`config.mk`:
```
export PLATFORM = sky130hd
export DESIGN_NAME = rej_eta_stream
export DESIGN_NICKNAME = d
export VERILOG_FILES = /design/src/rtl/rej_eta_stream_pkg.sv /design/src/rtl/eta_nibble_map.sv /design/src/rtl/rej_eta_stream.sv
export SDC_FILE = /design/constraint.sdc
export NUM_CORES = 1
export LEC_CHECK = 0
export BUFFER_PORTS_ARGS = -buffer_cell sky130_fd_sc_hd__buf_2
export CORE_MARGIN = 5
export CORE_UTILIZATION = 45
export DETAILED_ROUTE_END_ITERATION = 8
export PLACE_DENSITY = 0.69
export SETUP_SLACK_MARGIN = 0.05
export SLEW_MARGIN = 40
export SYNTH_ARGS = -nofsm -noshare
export SYNTH_HDL_FRONTEND = slang
export SYNTH_SLANG_ARGS = --single-unit
```
`constraint.sdc`:
```
create_clock -name clock -period 6.43 [get_ports clock]
set_clock_uncertainty 0.15 [all_clocks]
set_input_delay 0.3215 -clock clock [delete_from_list [all_inputs] [get_ports clock]]
set_output_delay 0.3215 -clock clock [all_outputs]
set_load 0.03 [all_outputs]
```
`src/rtl/rej_eta_stream_pkg.sv`:
```
// Shared Dilithium constants and types used by the streaming secret-key sampler.
package rej_eta_stream_pkg;

  localparam int unsigned POLY_N        = 256;
  localparam int unsigned SHAKE256_RATE = 136;

  // Nibble rejection thresholds: accept iff t < threshold
  localparam int unsigned ETA2_REJ = 15;
  localparam int unsigned ETA4_REJ = 9;

  // t mod 5 == t - 5 * ((t * MOD5_MUL) >> MOD5_SHIFT), exact for 4-bit t
  localparam int unsigned MOD5_MUL   = 205;
  localparam int unsigned MOD5_SHIFT = 10;

  localparam int unsigned COEFF_BITS = 32;
  typedef logic signed [COEFF_BITS-1:0] coeff_t;

  typedef enum logic [1:0] {
    StIdle,
    StFetch,
    StHi,
    StDone
  } state_e;

endpackage

```
`src/rtl/eta_nibble_map.sv`:
```
// Combinational map of one 4-bit nibble to an accept flag and a signed coefficient in [-ETA, ETA].
module eta_nibble_map
  import rej_eta_stream_pkg::*;
#(
  parameter int unsigned ETA     = 2,
  parameter int unsigned COEFF_W = 32
) (
  input  logic [3:0]                t,
  output logic                      accept,
  output logic signed [COEFF_W-1:0] coeff
);

  if (ETA == 2) begin : g_eta2
    logic [11:0] prod;
    logic [1:0]  quot;
    logic [3:0]  rem;

    always_comb begin
      prod   = 12'(t) * 12'(MOD5_MUL);
      quot   = 2'(prod >> MOD5_SHIFT);
      rem    = t - 4'(quot) * 4'd5;
      accept = t < 4'(ETA2_REJ);
      coeff  = COEFF_W'(5'sd2 - $signed({1'b0, rem}));
    end
  end else if (ETA == 4) begin : g_eta4
    always_comb begin
      accept = t < 4'(ETA4_REJ);
      coeff  = COEFF_W'(5'sd4 - $signed({1'b0, t}));
    end
  end else begin : g_bad_eta
    $error("eta_nibble_map: ETA must be 2 or 4");
  end

endmodule

```
`src/rtl/rej_eta_stream.sv`:
```
// Streaming rejection sampler: consumes squeezed bytes, writes accepted eta-bounded coefficients.
module rej_eta_stream
  import rej_eta_stream_pkg::*;
#(
  parameter int unsigned ETA     = 2,
  parameter int unsigned N       = POLY_N,
  parameter int unsigned COEFF_W = COEFF_BITS
) (
  input  logic                      clock,
  input  logic                      reset,
  input  logic                      start,
  input  logic [7:0]                in_data,
  input  logic                      in_valid,
  output logic                      in_ready,
  output logic                      coeff_we,
  output logic [7:0]                coeff_addr,
  output logic signed [COEFF_W-1:0] coeff_data,
  output logic [15:0]               bytes_used,
  output logic                      busy,
  output logic                      done
);

  localparam logic [8:0] CtrFull = 9'(N);

  state_e                     state_q, state_d;
  logic [8:0]                 ctr_q, ctr_d;
  logic [3:0]                 hi_q, hi_d;
  logic [15:0]                bytes_q, bytes_d;
  logic                       we_q, we_d;
  logic [7:0]                 addr_q, addr_d;
  logic signed [COEFF_W-1:0]  data_q, data_d;

  logic                       hs;
  logic                       eval_en;
  logic                       take;
  logic [3:0]                 nib;
  logic                       accept;
  logic signed [COEFF_W-1:0]  coeff;

  eta_nibble_map #(
    .ETA     (ETA),
    .COEFF_W (COEFF_W)
  ) u_map (
    .t      (nib),
    .accept (accept),
    .coeff  (coeff)
  );

  always_comb begin
    state_d = state_q;
    ctr_d   = ctr_q;
    hi_d    = hi_q;
    bytes_d = bytes_q;
    we_d    = 1'b0;
    addr_d  = addr_q;
    data_d  = data_q;

    hs      = (state_q == StFetch) && in_valid;
    eval_en = hs || (state_q == StHi);
    nib     = (state_q == StHi) ? hi_q : in_data[3:0];
    take    = eval_en && accept;

    if (take) begin
      we_d   = 1'b1;
      addr_d = ctr_q[7:0];
      data_d = coeff;
      ctr_d  = ctr_q + 9'd1;
    end

    case (state_q)
      StIdle, StDone: begin
        if (start) begin
          state_d = StFetch;
          ctr_d   = '0;
          bytes_d = '0;
        end
      end
      StFetch: begin
        if (hs) begin
          hi_d = in_data[7:4];
          if (bytes_q != 16'hFFFF) begin
            bytes_d = bytes_q + 16'd1;
          end
          // A final low-nibble accept drops the high nibble entirely
          state_d = (ctr_d == CtrFull) ? StDone : StHi;
        end
      end
      StHi: begin
        state_d = (ctr_d == CtrFull) ? StDone : StFetch;
      end
      default: state_d = StIdle;
    endcase
  end

  always_ff @(posedge clock or posedge reset) begin
    if (reset) begin
      state_q <= StIdle;
      ctr_q   <= '0;
      hi_q    <= '0;
      bytes_q <= '0;
      we_q    <= 1'b0;
      addr_q  <= '0;
      data_q  <= '0;
    end else begin
      state_q <= state_d;
      ctr_q   <= ctr_d;
      hi_q    <= hi_d;
      bytes_q <= bytes_d;
      we_q    <= we_d;
      addr_q  <= addr_d;
      data_q  <= data_d;
    end
  end

  assign in_ready   = (state_q == StFetch);
  assign busy       = (state_q == StFetch) || (state_q == StHi);
  assign done       = (state_q == StDone);
  assign coeff_we   = we_q;
  assign coeff_addr = addr_q;
  assign coeff_data = data_q;
  assign bytes_used = bytes_q;

endmodule

```
* Word level (Yosys, flattened, before mapping)
Cells that the tools add are included. Widths: inputs -> output; s select.
Word-level totals: output and inout port bits 60, bits of input ports 12, flip-flop bits (word level) 72
Cells by class: $mul 2, add/subtract/negate cells 4, reductions and logical operators 10, equality and inequality tests 8, order comparisons 1, muxes and demuxes 14
Operators with widths (count):
- $mux 16 | 3
- $pmux 16 s2 | 1
- $mux 9 | 3
- $add 16x1->16 const B | 1
- $ne 16x16->1 const B | 1
- $mul 4x8->12 const B | 1
- $add 9x1->9 const B | 1
- $eq 9x9->1 const B | 1
- $mux 2 | 3
- $pmux 2 s3 | 1
- $sub 2x4->5 const A | 1
- $eq 2x2->1 const B | 2
- $lt 4x4->1 const B | 1
- $mul 2x3->4 const B | 1
- $mux 4 | 1
- $ne 2x1->1 const B | 2
- $reduce_and 2->1 | 2
- $reduce_and 4->1 | 1
- $sub 4x4->4 | 1
- $eq 2x1->1 const B | 1
- $logic_and 1x1->1 | 2
- $logic_not 2->1 | 1
- $logic_or 1x1->1 | 2
- $mux 1 | 2
- other kinds (3) | 3

* Depth between registers and ports, before layout
depth after elaboration 9, depth in mapped cells 22, gate-level depth less buffers 21

* By module
Synthesis repeated with hierarchy kept, for this count alone.
Unflattened totals: cells, all modules 462, area total of the unflattened synthesis 4113.9 um^2
By module, submodules not included:
- rej_eta_stream | sequential area each 1801.7 um^2, area each 3365.7 um^2, times used 1, cells each 372
- eta_nibble_map | sequential area each 0.0 um^2, area each 748.2 um^2, times used 1, cells each 90

* Least setup slack after synthesis
OpenSTA, ideal clock, no wires.
path kind reg-to-reg, start point register state_q[0], end point register data_q[30] (netlist: coeff_data[30]), setup slack 1660 ps, stages on the path, launching flop included 20, library setup time 121 ps, path buffers 1, data required time 6159 ps, data arrival time 4499 ps, clock period less this slack 4770 ps, cell sequence dfrtp_1 > inv_1 > ha_1 > buf_6 > mux2i_2 > inv_1 > ha_1 > ha_1 > ha_1 > a21o_1 > a21oi_1 > o21ai_0 > a21o_1 > xnor2_1 > fa_1 > xnor2_1 > and3_2 > or2_1 > or3_1 > o22a_1
On the way: longest elaborated chain between the ends 6
Ends and longest elaborated chain:
- start: declaration | RTL line rej_eta_stream.sv:25 | state_e state_q, state_d;
- start signal: assignment | RTL line rej_eta_stream.sv:97 | state_q <= StIdle;
- start signal: assignment | RTL line rej_eta_stream.sv:105 | state_q <= state_d;
- $eq 2x2->1 | RTL line rej_eta_stream.sv:59, rej_eta_stream.sv:60
- $mux 4 | RTL line rej_eta_stream.sv:60 | nib = (state_q == StHi) ? hi_q : in_data[3:0];
- $mul 4x8->12 | RTL line eta_nibble_map.sv:19 | prod = 12'(t) * 12'(MOD5_MUL);
- $mul 2x3->4 | RTL line eta_nibble_map.sv:21 | rem = t - 4'(quot) * 4'd5;
- $sub 4x4->4 | RTL line eta_nibble_map.sv:21
- $sub 2x4->5 | RTL line eta_nibble_map.sv:23 | coeff = COEFF_W'(5'sd2 - $signed({1'b0, rem}));
- end signal: assignment | RTL line rej_eta_stream.sv:111 | data_q <= data_d;
- end: declaration | RTL line rej_eta_stream.sv:31 | logic signed [COEFF_W-1:0] data_q, data_d;
Several ways; a longest one is shown, not always the timed one. A chain may end at the register's enable or synchronous reset.

* Worst setup path in the final report
Ends and elaborated chain as after synthesis.

==> metrics.csv <==
metric;value;unit
hold_class;input pin to async pin;
drt_first_pass_iters;4;
avgSynthCellArea;9.13;µm²
syn_inst;328;
antenna_found_initial;0;
dp_hpwl;4910;µm
violations;negative hold slack;
ant_nets;0;
grt.total_usage;15.7;%
fin_area;0.00331;mm²
swShare;51.4;%
clk_pin_slew;0.08;ns
drive_gt1_share;24.8;%
final_nets;408;
synth-seq-cells;45;
grt_pass1_wl;10900;µm
gr-total-overflow;0;
placedInstanceArea;0.00322;mm²
clockRootBuffer;clkbuf_8;
cts_buffer_depth;2;
ios;72;
core;0.00642;mm²
vias_per_cell;5.41;
max_cap_violations;0;
vias;2446;
seq_power_share;25.0;%
die_area;0.00839;mm²
dpl.cell_count;444;
cp.required;6.47;ns
start_util;46.6;%
slew_headroom;53.6;%
end_kind;register;
synthTopCellsByArea;dfrtp_1, ha_1, buf_4;
internal_power;0.777;mW
portBuffers;71;
p_leak;1.65;nW
worstPathMaxFanout;11;
synth_most_common_cell;nand2_1;
dieHeight;91.6;µm
synth_cell_types;51;
finalHoldViolCount;4;
cts.sinks;45;
synth-main-ff-cell;dfrtp_1;
gp_congestion;0.830;
yosys_warnings;0;
setup_viol;0;
synth_enable_flop_cells;0;
nFillCells;608;
cts_inserted_buffers;5;
cts.repair.resized;0;
netlist.area_leader.share;37.6;%
drt_first_iter_violations;141;
htreeDepth;2;
grt_max_degree;46;
rsz0062_at_grt;no;
max_freq;182;MHz
period_minus_slack;5.50;ns
holdWs;-0.00361;ns
rows;29;
final.setup.tns;0;ns
cts_hold_buffers;0;
clkPwrFrac;10.6;%
ys_seq_area_share;37.6;%
yosys.area.top_type;dfrtp_1;
drv_slew;0;
crit_arrival;5.53;ns
antenna_cells;0;
grt_pass1_vias;2423;
syn-num-nets;362;
tritoncts;built;
syn2layout_area_growth;10.4;%
crit_type;register to register;
p_sw;0.823;mW
power_density;484;mW/mm²
cts_setup_buffers;0;
insertion_delay;0.29;ns
synth-async-reset-ratio;100;%
netlist_area;0.00300;mm²
drc;0;
synthTopCellsByCount;nand2_1, dfrtp_1, nor2_1;
peakVddDrop;0.209;mV
die_w;91.6;µm
drt_wl_total;6450;µm
start_kind;register;
wl_per_cell;14.3;µm
stdcell_count;452;
tightest_slew;0.693;ns
status;finished, violations left;
power_frac_comb;64.4;%
fin_crit_sh;85.5;%
metrics by stage:
stage / utilization, % / worst slack, ns / power, mW / hold slack, ns
after floorplan: - / 1.66 / 1.27 / 0.272
after global placement: 50.2 / 1.33 / 1.40 / 0.307
after detailed placement: 50.2 / 1.02 / 1.43 / 0.310
after CTS: 51.5 / 0.998 / 1.60 / 0.0251
after global routing: 51.5 / 0.739 / 1.73 / 0.0528
final: 51.5 / 0.932 / 1.60 / -0.00361
kinds of logic (layout without fill, tap and decap cells):
family          after synthesis  after routing  share of synthesized area [%]
compound gates               47             47                           10.8
xor+xnor                     24             24                           7.02
fa+ha+maj                    22             22                           9.44
buf+inv                      47             94                           9.52
flops                        45             45                           37.6
mux                          11             11                           4.05
simple gates                132            132                           21.6
layout make-up:
type	instances	area, µm²	share of cell area, %
sequential	45	1130	34.1
timing repair buffer	72	363	11.0
clock buffer	7	76.3	2.31
inverter	14	52.6	1.59
multi-input combinational	236	1580	47.9
tap	77	96.3	2.91
clock inverter	1	7.51	0.227
power by group through the flow:
stage	registers, mW	logic [mW]	clock network (mW)
global route	0.415	1.13	0.186
CTS	0.401	1.03	0.175
finish	0.400	1.03	0.170
detailed placement	0.406	1.02	0
floorplan	0.461	0.807	0
global placement	0.403	0.998	0
worst max-delay path: stages (launching register included):
cell and delay (ns):
dfrtp_1 0.43, inv_1 0.07, ha_1 0.41, mux2i_2 0.40
inv_1 0.19, ha_1 0.24, ha_1 0.34, ha_1 0.34
a21o_1 0.19, a21oi_1 0.42, o21ai_0 0.19, a21o_1 0.25
xnor2_1 0.18, fa_1 0.47, xnor2_1 0.18, and3_2 0.23
or2_1 0.24, or3_1 0.32, o22a_1 0.16
placed cells by master (no fill, tap or decap), types with 3 or more instances in the layout:
cell type / count
nor2_1: 29
clkbuf_8: 5
xor2_1: 10
dfrtp_1: 45
nor3_1: 6
or3_1: 5
o22ai_1: 3
a21oi_1: 9
ha_1: 21
mux2i_1: 4
and3_1: 5
buf_2: 71
xnor2_1: 14
a21o_1: 3
o21ai_0: 13
nand4_1: 9
nand3_1: 8
inv_1: 13
nand2b_1: 4
nand2_1: 47
mux2_2: 6
and2_1: 4
path summary, 6_finish.rpt:
kind | start | endpoint | slack [ns] | cells after the start
min in group clock | in_data[6] | hi_q[2] | 0.11 | 2
min | reset | bytes_used[8] | -0.004 | 3
max | state_q[0] | coeff_data[30] | 0.93 | 18
max reg2reg | state_q[0] | coeff_data[30] | 0.93 | 18
min reg2reg | coeff_addr[3] | coeff_addr[3] | 0.32 | 2
max in group asynchronous | reset | coeff_data[0] | 5.74 | 3
sequential cells by signal (all words and copies together) (netlist names):
signal	count
bytes_used	16
coeff_addr	8
coeff_data	5
coeff_we	1
ctr_q	9
hi_q	4
state_q	2
layer usage:
| metal | up-vias | wire length [µm] | GRT usage [%] |
|---|---|---|---|
| li1 | 1208 | - | - |
| met1 | 1153 | 2940 | 19.5 |
| met2 | 76 | 2920 | 26.4 |
| met3 | 9 | 504 | 4.71 |
| met4 | 0 | 80 | 4.40 |
| met5 | - | 0 | 0 |
No activity file was read; power rests on OpenSTA's default activity.
